## config.mk

```make
export PLATFORM = sky130hd
export DESIGN_NAME = sha256_digest_tx_flat
export DESIGN_NICKNAME = d
export VERILOG_FILES = /design/src/rtl/sha256_pkg.sv /design/src/rtl/sha256_digest_tx_if.sv /design/src/rtl/sha256_hex_encode.sv /design/src/rtl/sha256_digest_tx.sv /design/src/flat_wrapper.sv
export SDC_FILE = /design/constraint.sdc
export NUM_CORES = 1
export LEC_CHECK = 0
export CAP_MARGIN = 5
export CORE_ASPECT_RATIO = 1.5
export CORE_MARGIN = 5
export CORE_UTILIZATION = 45
export DETAILED_ROUTE_END_ITERATION = 12
export PLACE_DENSITY = 0.79
export SETUP_SLACK_MARGIN = 0.3
export SLEW_MARGIN = 0
export SYNTH_ARGS = -nofsm -noshare
export SYNTH_HDL_FRONTEND = slang
export SYNTH_SLANG_ARGS = --single-unit
export TNS_END_PERCENT = 50
```

## constraint.sdc

```tcl
create_clock -name clk -period 6.35 [get_ports clk]
set_input_delay 0.9525 -clock clk [delete_from_list [all_inputs] [get_ports clk]]
set_output_delay 0.9525 -clock clk [all_outputs]
set_load 0.02 [all_outputs]
```

## src/rtl/sha256_pkg.sv

```systemverilog
// ----------------------------------------------------------------------
// sha256_pkg : shared SHA-256 constants and transmitter state type (rev 1.0)
// ----------------------------------------------------------------------
`default_nettype none

package sha256_pkg;

  localparam int SHA256_DIGEST_BYTES   = 32;
  localparam int SHA256_DIGEST_NIBBLES = 64;

  localparam logic [7:0] ASCII_0    = 8'h30;
  localparam logic [7:0] ASCII_A_LC = 8'h61;
  localparam logic [7:0] ASCII_LF   = 8'h0A;

  typedef enum logic {TX_IDLE, TX_SEND} sha256_tx_state_t;

endpackage

`default_nettype wire

```

## src/rtl/sha256_digest_tx_if.sv

```systemverilog
// ----------------------------------------------------------------------
// sha256_digest_tx_if : valid/ready byte stream with last marker (rev 1.0)
// ----------------------------------------------------------------------
`default_nettype none

interface sha256_digest_tx_if;

  logic [7:0] tx_data;
  logic       tx_valid;
  logic       tx_ready;
  logic       tx_last;

  modport master (output tx_data, output tx_valid, output tx_last, input  tx_ready);
  modport slave  (input  tx_data, input  tx_valid, input  tx_last, output tx_ready);

endinterface

`default_nettype wire

```

## src/rtl/sha256_hex_encode.sv

```systemverilog
// ----------------------------------------------------------------------
// sha256_hex_encode : nibble to lowercase ASCII hex character (rev 1.0)
// ----------------------------------------------------------------------
`default_nettype none

module sha256_hex_encode
  import sha256_pkg::*;
(
  input  logic [3:0] nibble,
  output logic [7:0] ascii
);

  always_comb begin
    if (nibble < 4'd10) begin
      ascii = ASCII_0 + {4'h0, nibble};
    end else begin
      ascii = ASCII_A_LC + {4'h0, nibble} - 8'd10;
    end
  end

endmodule

`default_nettype wire

```

## src/rtl/sha256_digest_tx.sv

```systemverilog
// ----------------------------------------------------------------------
// sha256_digest_tx : streams a captured digest as raw bytes or hex text (rev 1.0)
// ----------------------------------------------------------------------
`default_nettype none

module sha256_digest_tx
  import sha256_pkg::*;
#(
  parameter int unsigned APPEND_NL = 1
)(
  input  logic                      clk,
  input  logic                      rst_n,
  input  logic                      enable,
  input  logic [255:0]              hash_in,
  input  logic                      hash_valid_in,
  input  logic                      hex_mode,
  sha256_digest_tx_if.master        tx,
  output logic                      busy,
  output logic                      overrun
);

  localparam logic [6:0] RAW_LAST = 7'(SHA256_DIGEST_BYTES - 1);
  localparam logic [6:0] HEX_LAST = (APPEND_NL != 0) ? 7'(SHA256_DIGEST_NIBBLES)
                                                     : 7'(SHA256_DIGEST_NIBBLES - 1);

  sha256_tx_state_t state;
  sha256_tx_state_t state_nxt;

  logic [255:0] hold;
  logic [6:0]   idx;
  logic         hex_lat;

  logic         at_last;
  logic         xfer;
  logic         done;
  logic         cap;
  logic         drop;
  logic [4:0]   byte_sel;
  logic [5:0]   nib_sel;
  logic [3:0]   nibble;
  logic [7:0]   hex_char;

  assign at_last = (state == TX_SEND) && (idx == (hex_lat ? HEX_LAST : RAW_LAST));
  assign xfer    = (state == TX_SEND) && tx.tx_ready;
  assign done    = xfer && at_last;
  // A strobe landing on the final transfer is a legal back-to-back capture.
  assign cap     = hash_valid_in && enable && ((state == TX_IDLE) || done);
  assign drop    = hash_valid_in && (state == TX_SEND) && !cap;

  // State register
  always_ff @(posedge clk or negedge rst_n) begin
    if (!rst_n) begin
      state <= TX_IDLE;
    end else begin
      state <= state_nxt;
    end
  end

  // Next-state logic
  always_comb begin
    state_nxt = state;
    case (state)
      TX_IDLE: if (cap) state_nxt = TX_SEND;
      TX_SEND: if (done && !cap) state_nxt = TX_IDLE;
      default: state_nxt = TX_IDLE;
    endcase
  end

  always_ff @(posedge clk or negedge rst_n) begin
    if (!rst_n) begin
      hold    <= '0;
      idx     <= '0;
      hex_lat <= 1'b0;
      overrun <= 1'b0;
    end else begin
      if (cap) begin
        hold    <= hash_in;
        hex_lat <= hex_mode;
        idx     <= '0;
      end else if (xfer) begin
        idx     <= idx + 7'd1;
      end
      if (drop) begin
        overrun <= 1'b1;
      end
    end
  end

  assign byte_sel = 5'd31 - idx[4:0];
  assign nib_sel  = 6'd63 - idx[5:0];
  assign nibble   = hold[{nib_sel, 2'b00} +: 4];

  sha256_hex_encode u_hex_encode (
    .nibble (nibble),
    .ascii  (hex_char)
  );

  // Output decode from registered state only
  always_comb begin
    tx.tx_valid = (state == TX_SEND);
    tx.tx_last  = at_last;
    busy        = (state == TX_SEND);
    tx.tx_data  = 8'h00;
    if (state == TX_SEND) begin
      if (hex_lat) begin
        tx.tx_data = idx[6] ? ASCII_LF : hex_char;
      end else begin
        tx.tx_data = hold[{byte_sel, 3'b000} +: 8];
      end
    end
  end

endmodule

`default_nettype wire

```

## src/flat_wrapper.sv

```systemverilog
// flat-port wrapper written by rule: the top's interface ports become plain ports
module sha256_digest_tx_flat import sha256_pkg::*;
#(
  parameter int unsigned APPEND_NL = 1
)
  (clk, rst_n, enable, hash_in, hash_valid_in, hex_mode, busy, overrun, tx_tx_data, tx_tx_valid, tx_tx_last, tx_tx_ready);
  sha256_digest_tx_if tx_i ();
  input  logic clk;
  input  logic rst_n;
  input  logic enable;
  input  logic [255:0] hash_in;
  input  logic hash_valid_in;
  input  logic hex_mode;
  output logic busy;
  output logic overrun;
  output wire logic [$bits(tx_i.tx_data)-1:0] tx_tx_data;
  output wire logic [$bits(tx_i.tx_valid)-1:0] tx_tx_valid;
  output wire logic [$bits(tx_i.tx_last)-1:0] tx_tx_last;
  input wire logic [$bits(tx_i.tx_ready)-1:0] tx_tx_ready;
  assign tx_tx_data = tx_i.tx_data;
  assign tx_tx_valid = tx_i.tx_valid;
  assign tx_tx_last = tx_i.tx_last;
  assign tx_i.tx_ready = tx_tx_ready;
  sha256_digest_tx #(.APPEND_NL(APPEND_NL)) u_core (.clk(clk), .rst_n(rst_n), .enable(enable), .hash_in(hash_in), .hash_valid_in(hash_valid_in), .hex_mode(hex_mode), .tx(tx_i), .busy(busy), .overrun(overrun));
endmodule
```

-- After elaboration in Yosys (flattened, before gate mapping)
Index checks and enable logic that the tools add are counted.
- flip-flop bits (word level): 266
- bits of input ports: 262
- output and inout bits: 12
- $add $sub $neg: 6
- magnitude comparators: 1
- equal/unequal tests: 1
- shifts and indexed selects: 2
- muxes and demuxes: 10
- bitwise gates (word level): 1
- reduce and logical (&&, ||, !) cells: 11
- operators by type and width (operator ; number):
    $shiftx A256 B9 Y4 ; 1
    $shiftx A256 B9 Y8 ; 1
    $mux W8 ; 4
    $mux W7 ; 3
    $add A7 B4 Y8 const A ; 1
    $logic_and A1 B1 Y1 ; 8
    $sub A8 B4 Y8 const B ; 1
    $add A6 B4 Y7 const A ; 1
    $add A7 B1 Y7 const B ; 1
    $eq A7 B7 Y1 ; 1
    $sub A6 B6 Y6 const A ; 1
    $sub A5 B5 Y5 const A ; 1
    $lt A4 B4 Y1 const B ; 1
    $mux W1 ; 2
    $pmux W1 S2 ; 1
    $reduce_bool A2 Y1 ; 1
    $logic_not A1 Y1 ; 1
    $logic_or A1 B1 Y1 ; 1
    $not A1 Y1 ; 1

-- Depth between registers and ports, before layout
Gate-level depths: netlist of the first run.
- word-level depth: 10
- mapped depth: 14
- depth with buffers taken out: 10

-- Modules after synthesis
From an unflattened synthesis of the first run, not the netlist that was laid out.
- cells, all modules: 977
- area, all modules: 14528.9 um^2
- by module, submodules not included (module ; times used ; cells an instance ; area each (um^2) ; sequential area each (um^2)):
    sha256_digest_tx ; 1 ; 960 ; 14406.3 ; 6656.4
    sha256_hex_encode ; 1 ; 17 ; 122.6 ; 0.0

-- Worst setup path before layout of the first run
OpenSTA, ideal clock, no wires.
- path kind: reg2out
- start point: register u_core.idx[1]
- end point: output port tx_tx_data[1]
- data arrival time: 3.149 ns
- data required time: 5.398 ns
- setup slack: 2.248 ns
- stages on the path, launching flop included: 10
- buffers on the path: 2
- path through: dfrtp_1 buf_6 buf_2 mux4_2 mux4_2 o211ai_2 and2_1 ha_1 a22o_1 a221oi_1
- longest elaborated chain between the ends: 8
- ends and longest elaborated chain (item ; line ; RTL):
    start, declared ; sha256_digest_tx.sv:30 ; logic [6:0] idx;
    start signal, assigned ; sha256_digest_tx.sv:81 ; idx <= idx + 7'd1;
    $sub A6 B6 Y6 ; sha256_digest_tx.sv:90 ; assign nib_sel = 6'd63 - idx[5:0];
    $shiftx A256 B9 Y4 ; sha256_digest_tx.sv:91 ; assign nibble = hold[{nib_sel, 2'b00} +: 4];
    $add A7 B4 Y8 ; sha256_hex_encode.sv:17 ; ascii = ASCII_A_LC + {4'h0, nibble} - 8'd10;
    $sub A8 B4 Y8 ; sha256_hex_encode.sv:17 ;
    $mux W8 ; sha256_hex_encode.sv:14 ; if (nibble < 4'd10) begin
    $mux W8 ; sha256_digest_tx.sv:106 ; tx.tx_data = idx[6] ? ASCII_LF : hex_char;
    $mux W8 (*) ; sha256_digest_tx.sv:105 ; if (hex_lat) begin
    $mux W8 (*) ; sha256_digest_tx.sv:104 ; if (state == TX_SEND) begin
    end, declared ; flat_wrapper.sv:16 ; output wire logic [$bits(tx_i.tx_data)-1:0] tx_tx_data;
Every way passes the cells marked *; elsewhere a longest branch is shown, timed or not.

-- Worst setup path after layout of the first run
Same ends and word-level chain as after synthesis.

==> flow_summary.toml, run 1 <==
[run_status]
status = "complete, no violations"

[placement]
hpwl_mm = 32.2
finalWeightedCongestion = 0.955
dp.cells = 1560
port_buffers = 273

[clock_network]
cts_tree = "done"
clockBufferDepth = 3
insertion_delay_ns = 0.55
ctsHoldBuffers = 0
cts_root_buffer = "clkbuf_16"
clk_pin_slew_ns = 0.07
cts.sinks = 266
cts-resized-gates = 0
htreeDepth = 1
numCtsBuffers = 27

[synth]
avgSynthCellArea_um2 = 15.2
synth_cells = 941
synth_edf_count = 0
synth_area_leaders = "dfrtp_1 47%, mux4_2 21%, mux2_2 20%"
synth-seq-cells = 266
ys_warn_count = 0
syn-num-nets = 1205
yosysSeqAreaShare = 0.465
synth.top_cell.area_share = 0.465
yosys_most_used_dff = "dfrtp_1"
synth_async_sr_flop_share = 1.00
ys_types = 50
synth_top_area_cell = "dfrtp_1"
netlist_area_um2 = 14300

[routing]
num_vias = 9815
drc = 0
drtPass1Iterations = 5
ant_nets = 0
drt-wirelength-per-cell_um = 26.7
viasPerCell = 6.09
drt-total-wl_mm = 43.0
drt_iter0_markers = 923

[die]
ios = 274
rows = 80
coreArea_um2 = 31600
die-area_um2 = 35500
die_h_um = 228
start_util = 0.452
die_w_um = 156

[critical_path]
cp-start-kind = "flip-flop"
required_ns = 5.40
crit_fanout = 35
crit_path_end_kind = "primary output"
critPathArrivalTime_ns = 4.70
crit_type = "flip-flop to primary output"

[final_layout]
stdcell_count = 1612
final_layout_size_suffix_gt1_frac = 0.390
area_growth_pct = 27.7
finalNetCount = 1444

[timing]
hold_viol_final = 0
slew-limit-headroom = 0.371
rsz0062_at_grt = "no"
fin_crit_ns = 5.65
period_share = 0.889
finalClockSkew_ns = 0.00881
fin_hold_ws_ns = 0.375
max_freq_mhz = 177
tightest_slew_ns = 0.943
setup_violations = 0
drv_slew = 0
tns_ns = 0

[hold_path]
min_path_type = "input port to async pin"

[grt]
grt_pass1_wl_mm = 64.5
grt_max_degree = 124
grt_pass1_vias = 10505
grt_usage = 0.239
grt_overflow = 0
antenna_found_initial = 2

[power]
powerDensity_nw_per_um2 = 456
leakage_nw = 7.55
peakVddDrop_mv = 0.196

[job]
drv_cap = 0
cells by family (layout without fill, tap and decap cells):
kind of cell / Yosys count / in the layout / share of synthesized area
muxes: 417 / 417 / 0.433
DFF: 266 / 266 / 0.465
and+or+nand+nor: 95 / 95 / 0.0322
buffers and inverters: 87 / 346 / 0.0309
AOI/OAI and AO/OA: 69 / 69 / 0.0342
xor gates and xnor gates: 5 / 5 / 0.00306
adders and majority gates: 2 / 2 / 0.00175
other: 0 / 2 / 0
critical path, cell delays in order (launching register included):
cell and delay (ns):
dfrtp_4 0.87, buf_4 0.45, mux4_2 0.35, nor2_1 0.11
a2111oi_0 0.09, o41ai_2 0.54, and2_1 0.22, ha_1 0.23
a22o_1 0.21, a221oi_1 0.37, clkdlybuf4s50_1 0.69
layout make-up:
type / instances / area, um2
Tap cell: 410 / 513
Sequential cell: 266 / 6670
Inverter: 9 / 33.8
Timing Repair Buffer: 288 / 2910
Multi-Input combinational cell: 588 / 7220
Clock buffer: 35 / 766
Fill cell: 2554 / 13400
Clock inverter: 14 / 146
Antenna cell: 2 / 5.00
path summary, 6_finish.rpt:
path | startpoint | to | slack [ns] | cells after the start
setup reg to reg | u_core.idx[0]$_DFFE_PN0P_ | u_core.hold[136]$_DFFE_PN0N_ | 2.48 | 10
hold reg to reg | u_core.overrun$_DFFE_PN0P_ | u_core.overrun$_DFFE_PN0P_ | 0.49 | 1
min in group clk | u_core.overrun$_DFFE_PN0P_ | u_core.overrun$_DFFE_PN0P_ | 0.49 | 1
hold / removal | rst_n | u_core.hold[165]$_DFFE_PN0N_ | 0.38 | 1
max in group asynchronous | rst_n | u_core.idx[1]$_DFFE_PN0P_ | 4.44 | 2
setup / recovery | u_core.idx[1]$_DFFE_PN0P_ | tx_tx_data[1] | 0.70 | 10
flip-flops by register name, indices dropped and copies added, names as in the netlist:
name and flops:
u_core.hold 256, u_core.idx 7, u_core.busy 1, u_core.hex_lat 1, u_core.overrun 1
repair_timing:
action                                 in CTS  in global routing
setup endpoints to repair                   0                  1
endpoints found under the hold margin       0                  0
buffers inserted                            0                  1
stage by stage:
step                setup slack, ns  cell area (um2)  total power, mW   util
detailed placement             1.06            17300             6.62  0.548
floorplan                      2.25            14300             5.35      -
global route                  0.504            18300             8.69  0.577
finish                        0.702            18300             8.33  0.577
CTS                           0.479            18200             8.28  0.576
global placement               1.13            17300             6.52  0.548
placed cells by master (no fill, tap or decap), types with 3 or more instances in the layout:
cell type        instances
a2111oi_0                3
a211oi_1                 4
a21oi_1                  6
a22o_1                   3
a31oi_1                 15
buf_12                   5
buf_4                   10
clkbuf_16               27
clkbuf_8                 6
clkdlybuf4s50_1        272
clkinv_2                 4
clkinv_4                 3
clkinvlp_4               3
dfrtp_1                263
inv_1                    7
mux2_2                 258
mux2i_1                 24
mux4_2                 135
nand2_1                 30
nand2b_1                 3
nand3_1                  7
nand4_1                  3
nor2_1                  24
nor2b_1                  6
nor3_1                   9
nor3b_1                  3
o21a_1                   3
o21ai_0                  7
o22ai_1                 13
xnor2_1                  4
synthesized netlist by cell type (all sizes together) (2+ instances only):
master     n
buf       61
nor2      24
and3       2
mux2i     24
dfrtp    266
o21a       3
a221oi     2
xnor2      4
clkbuf    17
inv        9
a21oi      6
mux4     135
nand2b     3
nor3       9
a22o       3
o21ai      7
a31oi     15
ha         2
and2       2
nand4      3
nor2b      6
a2111oi    3
o22ai     13
nand3      8
a211oi     5
nand2     30
mux2     258
o31ai      2
nor3b      3
power by group:
group	leakage, nW	switching [mW]	internal, mW	total [mW]
clock	0.444	0.699	0.938	1.64
combinational	3.80	1.51	2.06	3.56
sequential	3.30	0.778	2.35	3.12
total	7.55	2.99	5.34	8.33
per-layer routing:
metal | share of wire | global-route usage | vias to the layer above
li1 | - | - | 4136
met1 | 0.35 | 0.293 | 5059
met2 | 0.53 | 0.414 | 521
met3 | 0.081 | 0.0422 | 99
met4 | 0.046 | 0.102 | 0
met5 | 0 | 0 | -
(Power assumes the default switching activity.)
==> inputs of run 2 (changes only) <==
GPL_ROUTABILITY_DRIVEN = 0   (was unset)
==> run 2 against run 1 <==
Net effect:
- setup slack lost 0.085 ns
- clock skew increased by 0.010 ns
- via count is 0.26% higher
- routed wire length fell by 0.86%
- clock-buffer cell count fell by 2
- largest cell class unchanged
- clock power is essentially flat
- global-route usage down 0.38 points
- critical path type unchanged
- die area unchanged
- highest routed layer unchanged
- non-clock buffer count fell by 2
==> flow_summary.toml, run 2 (synthesis gave the netlist of run 1 again) <==
[routing]
num_vias = 9841
highest_layer = "met4"
drt-wirelength-per-cell_um = 26.6
ant_nets = 0
drt_iter0_markers = 1010
drt-total-wl_mm = 42.7
route.met2.wl_mm = 22.1
drc = 0
drt-met1-wl_mm = 15.2
wl_met3_mm = 2.87
drtPass1Iterations = 6
viasPerCell = 6.12

[final_layout]
final_layout_size_suffix_gt1_frac = 0.387
final_common_cell = "clkdlybuf4s50_1"
biggestRegsByFlops = "u_core.hold (256), u_core.idx (7)"
area_growth_pct = 27.2
finalNetCount = 1442
final_cell_mix = "272 x clkdlybuf4s50_1, 263 x dfrtp_1, 258 x mux2_2, 135 x mux4_2, 30 x nand2_1"
largest_register_ffs = 256
regMostFlops = "u_core.hold"
fillers = 2530

[critical_path]
crit_type = "flip-flop to primary output"
crit_fanout = 37
rr_startpoint = "u_core.idx[1]$_DFFE_PN0P_"
crit_path_end_kind = "primary output"
critPathLaunch = "u_core.idx[1]$_DFFE_PN0P_"
required_ns = 5.40
cp-start-kind = "flip-flop"
critPathArrivalTime_ns = 4.78
reg2reg_slack_ns = 2.32
reg2reg_to = "u_core.hold[157]$_DFFE_PN0N_"
r2r_cells = 9
cp-endpoint = "tx_tx_data[1]"

[die]
coreArea_um2 = 31600
start_util = 0.452
ios = 274
die_w_um = 156
die_h_um = 228
rows = 80
die-area_um2 = 35500

[placement]
port_buffers = 273
hpwl_mm = 31.9
place_ws_ns = 0.969

[grt]
grt_usage = 0.235
antenna_found_initial = 2
grt_max_degree = 158
grt_pass1_vias = 10507
grt_pass1_wl_mm = 63.4
grt_overflow = 0

[timing]
setup_violations = 0
drv_slew = 0
max_freq_mhz = 174
fin_crit_ns = 5.73
worst_slack_ns = 0.617
tightest_slew_ns = 1.04
slew-limit-headroom = 0.307
finalClockSkew_ns = 0.0192
rsz0062_at_grt = "no"
tns_ns = 0
hold_viol_final = 0
period_share = 0.903

[power]
leakage_nw = 7.53
powerDensity_nw_per_um2 = 455
peakVddDrop_mv = 0.291

[clock_network]
insertion_delay_ns = 0.56
numCtsBuffers = 27
cts_tree = "done"
htreeDepth = 1
clockBufferDepth = 3
ctsHoldBuffers = 0
clk_pin_slew_ns = 0.07
cts.sinks = 266
cts_root_buffer = "clkbuf_16"

[job]
drv_cap = 0

[hold_path]
min_path_type = "flip-flop to flip-flop"

[run_status]
status = "complete, no violations"
-- run 2: cell count changes in the layout (fill, tap and decap cells not counted), sizes merged --
cell and change:
buf -2, clkbuf -2, clkinvlp -2, bufinv +1
clkinv +1, inv -1
-- run 2: worst min-delay path by stage --
stage / from / slack (ns) / end / cells after the start
finish: u_core.overrun$_DFFE_PN0P_ / 0.48 / u_core.overrun$_DFFE_PN0P_ / 1
global route: u_core.overrun$_DFFE_PN0P_ / 0.51 / u_core.overrun$_DFFE_PN0P_ / 1
CTS: u_core.overrun$_DFFE_PN0P_ / 0.48 / u_core.overrun$_DFFE_PN0P_ / 1
detailed placement: u_core.overrun$_DFFE_PN0P_ / 0.46 / u_core.overrun$_DFFE_PN0P_ / 1
global placement: u_core.overrun$_DFFE_PN0P_ / 0.47 / u_core.overrun$_DFFE_PN0P_ / 1
floorplan: u_core.hold[25]$_DFFE_PN0N_ / 0.49 / u_core.hold[25]$_DFFE_PN0N_ / 1
-- run 2: metrics by stage --
stage | hold slack [ns] | instances | util | power (mW) | cell area (um2)
5_1_grt | 0.510 | 1607 | 0.575 | 8.63 | 18200
4_1_cts | 0.480 | 1604 | 0.574 | 8.23 | 18200
3_5_place_dp | 0.461 | 1558 | 0.547 | 6.59 | 17300
6_report | 0.481 | 1607 | 0.575 | 8.28 | 18200
2_1_floorplan | 0.489 | 941 | - | 5.35 | 14300
3_3_place_gp | 0.469 | 1558 | 0.547 | 6.48 | 17300
-- run 2: report_power, final --
| group | switching [mW] | internal (mW) | total (mW) |
|---|---|---|---|
| sequential | 0.761 | 2.35 | 3.11 |
| combinational | 1.50 | 2.05 | 3.55 |
| clock | 0.686 | 0.932 | 1.62 |
-- run 2: repair_timing --
action / in CTS / in global routing
buffers inserted: 0 / 1
gates resized for setup: 0 / 0
endpoints found under the setup margin: 0 / 3
-- run 2: layer usage --
metal	vias to the layer above	global-route usage
met3	107	0.0322
met5	-	0
li1	4138	-
met2	500	0.405
met4	0	0.124
met1	5096	0.285
-- run 2: critical path, stage by stage, from the launching register on --
cell	delay, ns
dfrtp_4	0.88
buf_4	0.49
mux4_2	0.28
nor2_1	0.04
a2111oi_0	0.54
o41ai_2	0.21
and2_1	0.21
ha_1	0.27
a22o_1	0.21
a221oi_1	0.40
clkdlybuf4s50_1	0.69
-- run 2: area by class of cell --
class,count,area (um2),share of cell area
multi-input cells,588,7220,0.397
diodes,2,5.00,0.000275
repair buffers,286,2890,0.159
flip-flops and latches,266,6670,0.366
well taps,410,513,0.0282
inverters,9,33.8,0.00186
clock buffers,33,728,0.0400
clock inverters,13,146,0.00805
